<file path="src/rtl/minmax_pkg.sv">
// Shared types and constants for the block min/max/threshold tracker.
package minmax_pkg;

  typedef enum logic [1:0] {
    IDLE  = 2'd0,
    ACCUM = 2'd1,
    HOLD  = 2'd2
  } state_t;

  localparam int DEF_WIDTH     = 4;
  localparam int DEF_BLOCK_LEN = 8;

  // Counter width able to hold the value n itself.
  function automatic int cnt_w(input int n);
    return $clog2(n + 1);
  endfunction

endpackage

</file>
<file path="src/rtl/mag_cmp.sv">
// Unsigned WIDTH-bit magnitude comparator: one-hot gt / eq / lt of a against b.
module mag_cmp #(
  parameter int WIDTH = 4
) (
  input  logic [WIDTH-1:0] a,
  input  logic [WIDTH-1:0] b,
  output logic             gt,
  output logic             eq,
  output logic             lt
);

  assign gt = (a > b);
  assign eq = (a == b);
  assign lt = (a < b);

endmodule

</file>
<file path="src/rtl/minmax_tracker.sv">
// Block tracker: running max/min and eq/gt-threshold counts over BLOCK_LEN samples.
// Define MINMAX_INDEX_EN to add first-occurrence positions of max and min.
module minmax_tracker
  import minmax_pkg::*;
#(
  parameter  int WIDTH     = DEF_WIDTH,
  parameter  int BLOCK_LEN = DEF_BLOCK_LEN,
  localparam int CNT_W     = cnt_w(BLOCK_LEN)
) (
  input  logic             clk,
  input  logic             rst_n,
  input  logic             in_valid,
  output logic             in_ready,
  input  logic [WIDTH-1:0] in_data,
  input  logic [WIDTH-1:0] threshold,
  output logic             out_valid,
  input  logic             out_ready,
  output logic [WIDTH-1:0] out_max,
  output logic [WIDTH-1:0] out_min,
  output logic [CNT_W-1:0] out_eq_cnt,
  output logic [CNT_W-1:0] out_gt_cnt
`ifdef MINMAX_INDEX_EN
  ,
  output logic [CNT_W-1:0] out_max_idx,
  output logic [CNT_W-1:0] out_min_idx
`endif
);

  localparam int NCMP = 3;
  localparam int C_MAX = 0;
  localparam int C_MIN = 1;
  localparam int C_THR = 2;

  state_t state_q, state_d;

  logic [WIDTH-1:0] max_q, min_q, thr_q;
  logic [CNT_W-1:0] eq_q, gt_q, cnt_q;

  logic accept, last_smp;

  logic [NCMP-1:0][WIDTH-1:0] cmp_b;
  logic [NCMP-1:0]            cmp_gt, cmp_eq, cmp_lt;
  logic                       cmp_unused;

  assign in_ready  = (state_q != HOLD);
  assign out_valid = (state_q == HOLD);
  assign accept    = in_valid && in_ready;
  assign last_smp  = (state_q == ACCUM) && (cnt_q == CNT_W'(BLOCK_LEN - 1));

  // The first sample of a block compares against the live port; later ones use the latched copy.
  assign cmp_b[C_MAX] = max_q;
  assign cmp_b[C_MIN] = min_q;
  assign cmp_b[C_THR] = (state_q == IDLE) ? threshold : thr_q;

  for (genvar g = 0; g < NCMP; g++) begin : g_cmp
    mag_cmp #(.WIDTH(WIDTH)) u_cmp (
      .a  (in_data),
      .b  (cmp_b[g]),
      .gt (cmp_gt[g]),
      .eq (cmp_eq[g]),
      .lt (cmp_lt[g])
    );
  end

  assign cmp_unused = &{1'b0, cmp_eq[C_MIN:C_MAX], cmp_gt[C_MIN], cmp_lt[C_THR], cmp_lt[C_MAX]};

  always_comb begin
    state_d = state_q;
    case (state_q)
      IDLE:    if (accept) state_d = ACCUM;
      ACCUM:   if (accept && last_smp) state_d = HOLD;
      HOLD:    if (out_ready) state_d = IDLE;
      default: state_d = IDLE;
    endcase
  end

  always_ff @(posedge clk or negedge rst_n) begin
    if (!rst_n) begin
      state_q <= IDLE;
      max_q   <= '0;
      min_q   <= '0;
      thr_q   <= '0;
      eq_q    <= '0;
      gt_q    <= '0;
      cnt_q   <= '0;
    end else begin
      state_q <= state_d;
      if (accept) begin
        if (state_q == IDLE) begin
          max_q <= in_data;
          min_q <= in_data;
          thr_q <= threshold;
          eq_q  <= CNT_W'(cmp_eq[C_THR]);
          gt_q  <= CNT_W'(cmp_gt[C_THR]);
          cnt_q <= CNT_W'(1);
        end else begin
          if (cmp_gt[C_MAX]) max_q <= in_data;
          if (cmp_lt[C_MIN]) min_q <= in_data;
          eq_q  <= eq_q + CNT_W'(cmp_eq[C_THR]);
          gt_q  <= gt_q + CNT_W'(cmp_gt[C_THR]);
          cnt_q <= cnt_q + CNT_W'(1);
        end
      end
    end
  end

  assign out_max    = max_q;
  assign out_min    = min_q;
  assign out_eq_cnt = eq_q;
  assign out_gt_cnt = gt_q;

`ifdef MINMAX_INDEX_EN
  logic [CNT_W-1:0] max_idx_q, min_idx_q;

  // cnt_q equals the 0-based position of the sample being accepted in ACCUM.
  always_ff @(posedge clk or negedge rst_n) begin
    if (!rst_n) begin
      max_idx_q <= '0;
      min_idx_q <= '0;
    end else if (accept) begin
      if (state_q == IDLE) begin
        max_idx_q <= '0;
        min_idx_q <= '0;
      end else begin
        if (cmp_gt[C_MAX]) max_idx_q <= cnt_q;
        if (cmp_lt[C_MIN]) min_idx_q <= cnt_q;
      end
    end
  end

  assign out_max_idx = max_idx_q;
  assign out_min_idx = min_idx_q;
`else
  // Position tracking not built.
`endif

endmodule

</file>
<file path="config.mk">
export PLATFORM = sky130hd
export DESIGN_NAME = minmax_tracker
export DESIGN_NICKNAME = d
export VERILOG_FILES = /design/src/rtl/minmax_pkg.sv /design/src/rtl/mag_cmp.sv /design/src/rtl/minmax_tracker.sv
export SDC_FILE = /design/constraint.sdc
export NUM_CORES = 1
export LEC_CHECK = 0
export CORE_MARGIN = 1
export CORE_UTILIZATION = 40
export DETAILED_ROUTE_END_ITERATION = 8
export PLACE_DENSITY = 0.69
export SYNTH_ARGS = -nofsm -noshare
export SYNTH_HDL_FRONTEND = slang
export SYNTH_SLANG_ARGS = --single-unit
</file>
<file path="constraint.sdc">
create_clock -name clk -period 3.3 [get_ports clk]
set_input_delay 0.99 -clock clk [delete_from_list [all_inputs] [get_ports clk]]
set_output_delay 0.99 -clock clk [all_outputs]
set_load 0.005 [all_outputs]
</file>
=== Word level (Yosys, flattened, before mapping) ===
Index checks and enable logic that the tools add are counted.

* Add/sub/neg operators: 3
* Order comparisons: 3
* Equal/unequal tests: 8
* Muxes and demuxes: 12
* Reduce and logical (&&, ||, !) cells: 9

{| class="wikitable"
|+ Operators by type and width
! kind !! number
|-
| $mux 4 || 8
|-
| $add 4x1->4 || 2
|-
| $gt 4x4->1 || 2
|-
| $mux 2 || 3
|-
| $pmux 2 s3 || 1
|-
| $add 4x1->4 const B || 1
|-
| $eq 4x3->1 const B || 1
|-
| $eq 4x4->1 || 1
|-
| $lt 4x4->1 || 1
|-
| $ne 2x1->1 const B || 2
|-
| $ne 2x2->1 const B || 2
|-
| $reduce_and 2->1 || 2
|-
| $reduce_bool 2->1 || 2
|-
| $logic_and 1x1->1 || 3
|-
| $reduce_and 3->1 || 1
|-
| $eq 2x1->1 const B || 1
|-
| $eq 2x2->1 const B || 1
|-
| $logic_not 2->1 || 1
|}

* Register bits after elaboration: 26
* Input port bits: 12
* Output and inout bits: 18
* Logic and storage cells: 42

=== Depth between registers and ports, before layout ===
Gate-level depths: netlist (run 1).

* Depth after elaboration: 5
* Gate-level depth with buffers: 12
* Depth with buffers taken out: 11

=== By module ===
Synthesis (run 1) repeated with hierarchy kept, for this count alone.

* Cell total of the unflattened synthesis: 161
* Area total of the unflattened synthesis: 1760.4 µm²

{| class="wikitable"
|+ Modules (own cells, without submodules)
! module !! times used !! cells each !! area an instance (µm²)
|-
| minmax_tracker || 1 || 113 || 1373.8
|-
| mag_cmp || 3 || 16 || 128.9
|}

=== Worst setup path before layout (run 1) ===
OpenSTA, ideal clock, no wires.

* Kind: input-to-reg
* From: input threshold[0]
* To: register gt_q[0], in the netlist out_gt_cnt[0]
* Data arrival time: 2463 ps
* Required time: 3174 ps
* Setup slack: 711 ps
* Stages on the path: 7
* Path buffers: 0
* Cell sequence: mux2_2 -> ha_1 -> and4_1 -> a21oi_1 -> ha_1 -> and3_1 -> a221o_1

* Cells in the longest elaborated chain, start to end: 4

{| class="wikitable"
|+ RTL lines
! what !! RTL line !! text
|-
| from (decl) || minmax_tracker.sv:15 || <nowiki>input logic [WIDTH-1:0] threshold,</nowiki>
|-
| $mux 4 * || n/a ||
|-
| $gt 4x4->1 * || mag_cmp.sv:12 || <nowiki>assign gt = (a > b);</nowiki>
|-
| $add 4x1->4 || minmax_tracker.sv:100 || <nowiki>gt_q <= gt_q + CNT_W'(cmp_gt[C_THR]);</nowiki>
|-
| $mux 4 * || minmax_tracker.sv:89 || <nowiki>if (state_q == IDLE) begin</nowiki>
|-
| to (signal assigned) || minmax_tracker.sv:94 || <nowiki>gt_q <= CNT_W'(cmp_gt[C_THR]);</nowiki>
|-
| to (signal assigned) || minmax_tracker.sv:100 ||
|-
| to (decl) || minmax_tracker.sv:37 || <nowiki>logic [CNT_W-1:0] eq_q, gt_q, cnt_q;</nowiki>
|}

Mark *: on every way between the ends. The rest lies on a longest branch, timed or not.
A chain may end at the register's enable or synchronous reset.

==> results.ini, run 1 <==
[run_status]
outcome = finished, final reports clean

[critical_path]
worstPathRequired_ps = 3470
r2r_start = state_q[0]
cp_top_family = adder cells
path_max_fanout = 3
crit_type = in -> reg
slowest_stage = clkdlybuf4s50_1
critical_path_buf_inv_count = 1
critPathLaunchType = primary input
r2r-end = out_gt_cnt[1]
cpMostUsedCell = ha_1
worstPathArrival_ps = 3040
crit_path_end_kind = flip-flop
reg2reg_depth = 8
regToRegSetupSlack_ps = 670
critPathMaxStageDelay_ps = 430
crit_chain = clkdlybuf4s50_1 > mux2_2 > ha_1 > and4_1 > a21oi_1 > ha_1 > ha_1 > a32o_1
cp_num_cells = 8

[placement]
dp_hpwl_um = 2450
place_congestion = 0.762
io_buffers = 29

[detailed_routing]
vias = 1135
wl_met2_um = 1610
drt-met1-wl_um = 1490
drc = 0
wire_per_inst_um = 14.6
wl_met3_um = 68
top_layer = met4
routed_wl_um = 3220
first_iter_violations = 39
firstDrtPassIters = 4
drtAntennaViolNets = 0
routed_via_density = 5.14

[grt]
grt_max_degree = 27
antenna_found_initial = 0
grt_overflow = 0
grt_pass1_wl_um = 5550
grt_pass1_vias = 1219
track_usage_pct = 17.5

[cts]
cts_buffer_depth = 2
clkLatencyLatePin_ps = 280
cts_max_level = 1
cts.sink_count = 26
post-cts-setup-buffers = 0
ctsResizeCount = 0
cts_inserted_buffers = 3
clockRootBuffer = clkbuf_8
clk_pin_slew_ps = 100
postCtsHoldBufs = 0
cts_tree = yes

[final_layout]
multiInputGateArea_um2 = 805
drive_gt1_share_pct = 14.5
diodes = 0
ff_latch_area_um2 = 651
fillers = 354
nets = 202
syn2layout_area_growth_pct = 22.5

[worst_hold_path]
min-delay-path-class = reg -> reg
hold_end = thr_q[3]
hold_path.startpoint = thr_q[3]
holdPathStages = 2

[die]
dieArea_mm2 = 0.00423
die_h_um = 65.0
ios = 30
rows = 22
die_x_um = 65.0
core_area_mm2 = 0.00374
start_util_pct = 42.4

[synth]
synth_area_per_cell_um2 = 10.7
synth_fp_nets = 177
synth_warnings = 0
syn-cell-area_mm2 = 0.00159
yosysUniqueCellTypes = 37
netlist_instances = 149
synth-seq-cells = 26
ys_seq_area_share_pct = 41.0

[sta]
skew_ps = 4.44
timing.hold.ws_ps = 491
slew_headroom_pct = 64.3
slew_violations = 0
rsz0062_at_grt = false
fmax_mhz = 348
finalSetupViolations = 0
max_slew.worst_pin.slew_ps = 534
fin_setup_tns_ps = 0
period_share_pct = 87.0
post-route-min-period_ps = 2870
hold_violations = 0

[power]
p_leak_uw = 0.000912
sequentialPowerShare_pct = 35.3
power.density_mw_per_mm2 = 830
switching_share_pct = 34.8
p_clk_share_pct = 16.7
pwr-share-comb_pct = 48.0
peakVddDrop_mv = 0.341
p_sw_uw = 561
internal_power_uw = 1050

[flow_run]
cap_violations = 0

-- registers in the layout, indices dropped and copies added (netlist names) --
signal	flops
cnt_q	4
out_min	4
thr_q	4
out_eq_cnt	4
out_gt_cnt	4
out_max	4
state_q	2
-- metal layers --
| layer | GRT usage (%) | up-vias |
|---|---|---|
| met1 | 21.5 | 556 |
| met3 | 2.64 | 4 |
| met5 | 0 | - |
| li1 | - | 564 |
| met2 | 30.2 | 11 |
| met4 | 7.22 | 0 |
-- cells by family (layout without fill, tap and decap cells) --
| kind of cell | count (synthesis) | after routing | share of synthesized area (%) |
|---|---|---|---|
| and+or+nand+nor | 45 | 45 | 15.4 |
| DFF | 26 | 26 | 41.0 |
| buffers and inverters | 23 | 47 | 8.35 |
| AOI/OAI and AO/OA | 21 | 21 | 11.1 |
| adders and majority gates | 16 | 16 | 12.6 |
| muxes | 12 | 12 | 8.27 |
| xor gates and xnor gates | 6 | 6 | 3.31 |
-- per-stage QoR --
stage / total power (uW) / instances / util [%] / area [um2] / setup slack, ps
2_1_floorplan: 1120 / 149 / - / 1590 / 711
3_3_place_gp: 1300 / 217 / 50.0 / 1870 / 216
3_5_place_dp: 1360 / 217 / 50.0 / 1870 / 135
4_1_cts: 1640 / 221 / 51.9 / 1940 / 429
5_1_grt: 1750 / 221 / 51.9 / 1940 / 312
6_report: 1610 / 221 / 51.9 / 1940 / 429
-- cells in the mapped netlist --
cell / n / area share [%]
dfrtp_1: 26 / 41
and3_1: 4 / 1.6
nor2_1: 9 / 2.1
a31oi_1: 2 / 0.79
nand3_1: 6 / 1.9
and3b_1: 1 / 0.55
o21ai_4: 1 / 1.0
a221o_1: 1 / 0.63
inv_1: 10 / 2.4
mux2i_1: 3 / 1.9
mux2_2: 9 / 6.4
nand3_2: 1 / 0.63
and4_1: 1 / 0.55
o22ai_1: 1 / 0.39
and2_1: 1 / 0.39
nand2_1: 13 / 3.1
xor2_1: 6 / 3.3
nand2_2: 1 / 0.39
a211oi_4: 1 / 1.3
nor2b_1: 2 / 0.79
a32o_1: 3 / 1.9
nand4_1: 1 / 0.39
a21oi_1: 5 / 1.6
buf_2: 1 / 0.31
a211oi_2: 1 / 0.79
o21ai_0: 1 / 0.31
ha_1: 16 / 13
nand2_4: 1 / 0.71
buf_4: 12 / 5.7
and4b_1: 1 / 0.63
nand2b_2: 1 / 0.55
nor2_4: 1 / 0.71
a211oi_1: 1 / 0.47
a21o_1: 1 / 0.47
o211ai_1: 2 / 0.95
a41oi_1: 1 / 0.55
nand2b_1: 1 / 0.39
-- final cells by class --
class / instances / area share, %
multi-input combinational: 100 / 41.4
sequential: 26 / 33.5
timing repair buffer: 33 / 16.5
tap: 48 / 3.09
clock buffer: 3 / 2.12
inverter: 10 / 1.93
clock inverter: 1 / 1.54
-- power by group through the flow --
stage | registers, uW | logic, uW | clock network [uW]
after floorplan | 538 | 585 | 0
after global routing | 592 | 863 | 293
final | 570 | 775 | 270
after CTS | 570 | 789 | 276
after global placement | 569 | 733 | 0
after detailed placement | 575 | 786 | 0
-- cell usage in the layout, fill, tap and decap left out, types with 2 or more instances in the layout --
cell	count
a21oi_1	5
inv_1	10
nand3_1	6
a31oi_1	2
o211ai_1	2
buf_4	4
xor2_1	6
mux2_2	9
mux2i_1	3
dfrtp_1	26
nor2b_1	2
nand2_1	13
and3_1	4
nor2_1	9
clkbuf_8	3
ha_1	16
clkdlybuf4s50_1	29
a32o_1	3
-- tightest hold or removal path, stage by stage (launching register included) --
cell,delay (ps)
dfrtp_1,360
nand2_1,50
nand2_1,50
-- worst max-delay path by stage --
| stage | startpoint | end | slack, ps |
|---|---|---|---|
| 2_1_floorplan | threshold[0] | out_gt_cnt[0] | 710 |
| 3_3_place_gp | threshold[0] | out_gt_cnt[0] | 220 |
| 3_5_place_dp | threshold[0] | out_gt_cnt[0] | 130 |
| 4_1_cts | threshold[0] | out_gt_cnt[1] | 430 |
| 5_1_grt | threshold[3] | out_gt_cnt[2] | 310 |
| 6_report | threshold[0] | out_gt_cnt[1] | 430 |
Note: power is estimated with default switching activity, not from simulation.
==> run 2, diff against run 1 <==
--- a/config.mk
+++ b/config.mk
@@ -5,9 +5,11 @@
 export SDC_FILE = /design/constraint.sdc
 export NUM_CORES = 1
 export LEC_CHECK = 0
+export CORE_ASPECT_RATIO = 0.6
 export CORE_MARGIN = 1
 export CORE_UTILIZATION = 40
 export DETAILED_ROUTE_END_ITERATION = 8
+export MAX_ROUTING_LAYER = met4
 export PLACE_DENSITY = 0.69
 export SYNTH_ARGS = -nofsm -noshare
 export SYNTH_HDL_FRONTEND = slang
==> results.ini, run 2 (synthesized netlist as in run 1, its figures left out) <==
[run_status]
outcome = finished, final reports clean

[die]
start_util_pct = 42.7  ; +0.24 points
core_area_mm2 = 0.00372  ; -0.57%
die_x_um = 83.3  ; +28%
rows = 17  ; -23%
ios = 30  ; unchanged
dieArea_mm2 = 0.00423  ; +0.18%
die_h_um = 50.8  ; -22%

[power]
p_clk_share_pct = 13.6  ; -3.1 points
power.total_uw = 1560  ; -3.3%
power.density_mw_per_mm2 = 811  ; -2.4%
p_leak_uw = 0.000905  ; -0.76%
peakVddDrop_mv = 0.311  ; -8.7%
pwr-share-comb_pct = 49.6  ; +1.6 points
switching_share_pct = 36.1  ; +1.4 points
internal_power_uw = 998  ; -5.3%
p_sw_uw = 564  ; +0.52%
sequentialPowerShare_pct = 36.8  ; +1.5 points

[sta]
skew_ps = 2.56  ; -1.88 ps
slew_headroom_pct = 67.4  ; +3.1 points
slew_violations = 0  ; unchanged
finalSetupViolations = 0  ; unchanged
fin_setup_tns_ps = 0  ; unchanged
timing.hold.ws_ps = 486  ; -4.99 ps
post-route-min-period_ps = 2890  ; +18.3 ps
hold_violations = 0  ; unchanged
max_slew.worst_pin.slew_ps = 489  ; -44.8 ps
period_share_pct = 87.6  ; +0.55 points
rsz0062_at_grt = false
fmax_mhz = 346  ; -0.63%

[critical_path]
r2r_start = state_q[0]
reg2reg_depth = 8  ; unchanged
worstPathArrival_ps = 3060  ; +20 ps
critPathLaunchType = primary input
crit_path_end_kind = flip-flop
path_max_fanout = 3  ; unchanged
worstPathRequired_ps = 3470  ; about the same
crit_type = in -> reg
regToRegSetupSlack_ps = 670  ; about the same
r2r-end = out_gt_cnt[1]

[placement]
dp_hpwl_um = 2440  ; -0.69%
io_buffers = 29  ; unchanged
placed_cells_incl_taps = 216  ; -0.46%
dpl-instance-area_mm2 = 0.00187  ; about the same
place_congestion = 0.792  ; +3.9%

[cts]
cts_max_level = 1  ; unchanged
post-cts-setup-buffers = 0  ; unchanged
postCtsHoldBufs = 0  ; unchanged
cts_tree = yes
clockRootBuffer = clkbuf_8
cts.sink_count = 26  ; unchanged
ctsResizeCount = 0  ; unchanged
cts_buffer_depth = 2  ; unchanged
cts_inserted_buffers = 3  ; unchanged
clkLatencyLatePin_ps = 280  ; about the same
clk_pin_slew_ps = 90  ; about the same

[worst_hold_path]
min-delay-path-class = reg -> reg
hold_end = thr_q[0]
holdPathStages = 2  ; unchanged
hold_path.startpoint = thr_q[0]

[final_layout]
layoutNonFillerInstCount = 220  ; -0.45%
syn2layout_area_growth_pct = 21.4
drive_gt1_share_pct = 14.5  ; unchanged
final_common_cell = clkdlybuf4s50_1
final_cell_area_mm2 = 0.00193  ; -0.90%
mostFrequentLayoutCells = 29 x clkdlybuf4s50_1, 26 x dfrtp_1, 16 x ha_1
diodes = 0  ; unchanged
nets = 202  ; unchanged

[detailed_routing]
first_iter_violations = 75  ; +92%
vias = 1168  ; +2.9%
firstDrtPassIters = 4  ; unchanged
routed_wl_um = 3320  ; +3.4%
routed_via_density = 5.31  ; +3.4%
drc = 0  ; unchanged
drtAntennaViolNets = 0  ; unchanged
wire_per_inst_um = 15.1  ; +3.8%

[grt]
grt_pass1_vias = 1182  ; -3.0%
antenna_found_initial = 0  ; unchanged
grt_max_degree = 27  ; unchanged
grt_overflow = 0  ; unchanged
grt_pass1_wl_um = 5490  ; -1.1%
track_usage_pct = 17.5  ; about the same

[flow_run]
cap_violations = 0  ; unchanged

==> run 2: cell count changes in the layout (fill, tap and decap cells not counted) <==
cell       before  now
bufinv_16       1    0
clkbuf_8        3    4
==> run 2: area by class of cell <==
type | instances | area (um2)
multi-input combinational | 100 | 805
sequential | 26 | 651
fill | 308 | 1800
timing repair buffer | 33 | 320
clock buffer | 4 | 55.1
tap | 47 | 58.8
inverter | 10 | 37.5
==> run 2: how the worst max path moves through the flow <==
| stage | startpoint | endpoint | slack (ps) | cells after the start |
|---|---|---|---|---|
| floorplan | threshold[0] | out_gt_cnt[0] | 710 | 7 |
| global placement | threshold[0] | out_gt_cnt[0] | 220 | 8 |
| detailed placement | threshold[0] | out_gt_cnt[1] | 170 | 8 |
| CTS | threshold[2] | out_gt_cnt[1] | 440 | 8 |
| global route | threshold[2] | out_gt_cnt[2] | 260 | 10 |
| finish | threshold[2] | out_gt_cnt[1] | 410 | 8 |
==> run 2: power by group through the flow <==
stage	Clock, uW	Sequential, uW	Combinational, uW
after floorplan	0	538	585
after global placement	0	572	731
after detailed placement	0	580	772
after CTS	219	574	778
after global routing	230	599	854
final	212	575	775
==> run 2: worst max-delay path, stage by stage <==
cell and delay (ps):
clkdlybuf4s50_1 490, mux2i_1 90, ha_1 320, a41oi_1 290, a21oi_1 130, ha_1 220, ha_1 290, a32o_1 250
==> run 2: through the flow <==
| stage | setup slack (ps) | util, % |
|---|---|---|
| finish | 411 | 51.8 |
| global placement | 217 | 50.3 |
| global route | 260 | 51.8 |
| floorplan | 711 | - |
| CTS | 442 | 51.8 |
| detailed placement | 174 | 50.3 |
==> run 2: metal layers <==
layer | up-vias | wire, um | track usage [%] | share of wire [%]
met5 | - | 0 | - | 0
met4 | 0 | 40 | 6.90 | 1.2
met2 | 27 | 1580 | 29.0 | 48
li1 | 566 | - | - | -
met3 | 6 | 117 | 4.28 | 3.5
met1 | 569 | 1590 | 20.9 | 48
==> run 3, diff against run 2 <==
--- a/config.mk
+++ b/config.mk
@@ -9,6 +9,7 @@
 export CORE_MARGIN = 1
 export CORE_UTILIZATION = 40
 export DETAILED_ROUTE_END_ITERATION = 8
+export GPL_TIMING_DRIVEN = 0
 export MAX_ROUTING_LAYER = met4
 export PLACE_DENSITY = 0.69
 export SYNTH_ARGS = -nofsm -noshare
==> results.ini, run 3 (synthesized netlist as in run 1, its figures left out) <==
[sta]
fin_setup_tns_ps = 0  ; unchanged
slew_headroom_pct = 60.1  ; -7.3 points
finalSetupViolations = 0  ; unchanged
post-route-min-period_ps = 2940  ; +46.7 ps
fmax_mhz = 341  ; -1.6%
skew_ps = 3.82  ; +1.26 ps
slew_violations = 0  ; unchanged
period_share_pct = 89.0  ; +1.4 points
hold_violations = 0  ; unchanged
rsz0062_at_grt = false
max_slew.worst_pin.slew_ps = 599  ; +110 ps

[detailed_routing]
firstDrtPassIters = 4  ; unchanged
top_layer = met4
vias = 1166  ; -0.17%
routed_via_density = 5.09  ; -4.1%
wl_met2_um = 1520  ; -3.8%
drc = 0  ; unchanged
drtAntennaViolNets = 0  ; unchanged
drt-met1-wl_um = 1650  ; +4.4%
first_iter_violations = 50  ; -33%
wl_met3_um = 82  ; -30%
wire_per_inst_um = 14.3  ; -5.1%
routed_wl_um = 3290  ; -1.2%

[die]
die_x_um = 83.3  ; unchanged
start_util_pct = 42.7  ; unchanged
core_area_mm2 = 0.00372  ; unchanged
dieArea_mm2 = 0.00423  ; unchanged
rows = 17  ; unchanged
ios = 30  ; unchanged
die_h_um = 50.8  ; unchanged

[critical_path]
path_max_fanout = 3  ; unchanged
critPathMaxStageDelay_ps = 420  ; -70 ps
worstPathRequired_ps = 3470  ; about the same
cp_top_family = simple AND/OR/NAND/NOR gates
slowest_stage = clkdlybuf4s50_1
crit_chain = clkdlybuf4s50_1 > mux2_2 > ha_1 > and4_1 > a21oi_1 > ha_1 > and3_1 > nand3_1 > xor2_1 > nor2_1
worstPathArrival_ps = 3110  ; +50 ps
crit_type = in -> reg
crit_path_end_kind = flip-flop
critPathLaunchType = primary input
cpMostUsedCell = ha_1
critical_path_buf_inv_count = 1  ; unchanged

[cts]
clk_pin_slew_ps = 90  ; about the same
cts.sink_count = 26  ; unchanged
cts_tree = yes
cts_max_level = 1  ; unchanged
cts_buffer_depth = 2  ; unchanged
clkLatencyLatePin_ps = 270  ; about the same
postCtsHoldBufs = 0  ; unchanged
ctsResizeCount = 0  ; unchanged
cts_inserted_buffers = 3  ; unchanged
clockRootBuffer = clkbuf_8
post-cts-setup-buffers = 0  ; unchanged

[final_layout]
drive_gt1_share_pct = 19.2  ; +4.8 points
ff_latch_area_um2 = 651  ; unchanged
syn2layout_area_growth_pct = 26.2
layoutNonFillerInstCount = 229  ; +4.1%
final_common_cell = clkdlybuf4s50_1
multiInputGateArea_um2 = 805  ; unchanged
fin_util_pct = 53.8  ; +2.1 points
diodes = 0  ; unchanged
fillers = 318  ; +3.2%
mostFrequentLayoutCells = 28 x clkdlybuf4s50_1, 26 x dfrtp_1, 16 x ha_1
nets = 211  ; +4.5%

[grt]
track_usage_pct = 17.8  ; +0.33 points
grt_overflow = 0  ; unchanged
grt_pass1_vias = 1195  ; +1.1%
grt_max_degree = 27  ; unchanged
antenna_found_initial = 0  ; unchanged
grt_pass1_wl_um = 5640  ; +2.8%

[placement]
place_congestion = 0.845  ; +6.7%
placed_cells_incl_taps = 225  ; +4.2%
dp_hpwl_um = 2510  ; +3.1%
io_buffers = 29  ; unchanged

[power]
p_leak_uw = 0.000952  ; +5.3%
peakVddDrop_mv = 0.368  ; +18%
power.density_mw_per_mm2 = 842  ; +3.9%

[flow_run]
cap_violations = 0  ; unchanged

[run_status]
outcome = finished, final reports clean

[worst_hold_path]
min-delay-path-class = reg -> reg

==> run 3: where the power goes <==
part / internal, uW / switching [uW] / total [uW]
clock: 162 / 104 / 266
combinational: 504 / 365 / 869
sequential: 452 / 100 / 552
==> run 3: through the flow <==
stage | hold slack (ps) | total power (uW) | setup slack (ps) | instance area (um2)
final | 490 | 1690 | 364 | 2000
after floorplan | 442 | 1120 | 711 | 1590
after global placement | 457 | 1380 | 154 | 1940
after CTS | 495 | 1710 | 386 | 2010
after global routing | 502 | 1830 | 277 | 2000
after detailed placement | 468 | 1430 | 94.4 | 1940
==> run 3: worst min-delay path: stages, from the launching register on <==
cell and delay [ps]:
dfrtp_1 350, nand2_1 60, nand2_1 60
==> run 3: layout make-up <==
cell class	instances	area share (%)
timing repair buffer	29	14.2
tap	47	2.94
multi-input combinational	100	40.2
clock buffer	3	2.06
buffer	13	4.75
inverter	10	1.87
sequential	26	32.5
clock inverter	1	1.50
==> run 3: path summary, 6_finish.rpt <==
path | slack, ps | start | end | cells past startpoint
max reg2reg | 630 | state_q[0] | out_gt_cnt[3] | 11
max | 360 | threshold[0] | out_gt_cnt[3] | 10
min | 490 | thr_q[1] | thr_q[1] | 2
min in group asynchronous | 710 | rst_n | out_eq_cnt[1] | 1
max in group asynchronous | 2190 | rst_n | cnt_q[2] | 1
min reg2reg | 490 | thr_q[1] | thr_q[1] | 2
==> run 3: routing by layer <==
| layer | track usage, % | up-vias |
|---|---|---|
| li1 | - | 577 |
| met1 | 24.3 | 566 |
| met2 | 27.2 | 19 |
| met3 | 3.95 | 4 |
| met4 | 4.31 | 0 |
| met5 | - | - |
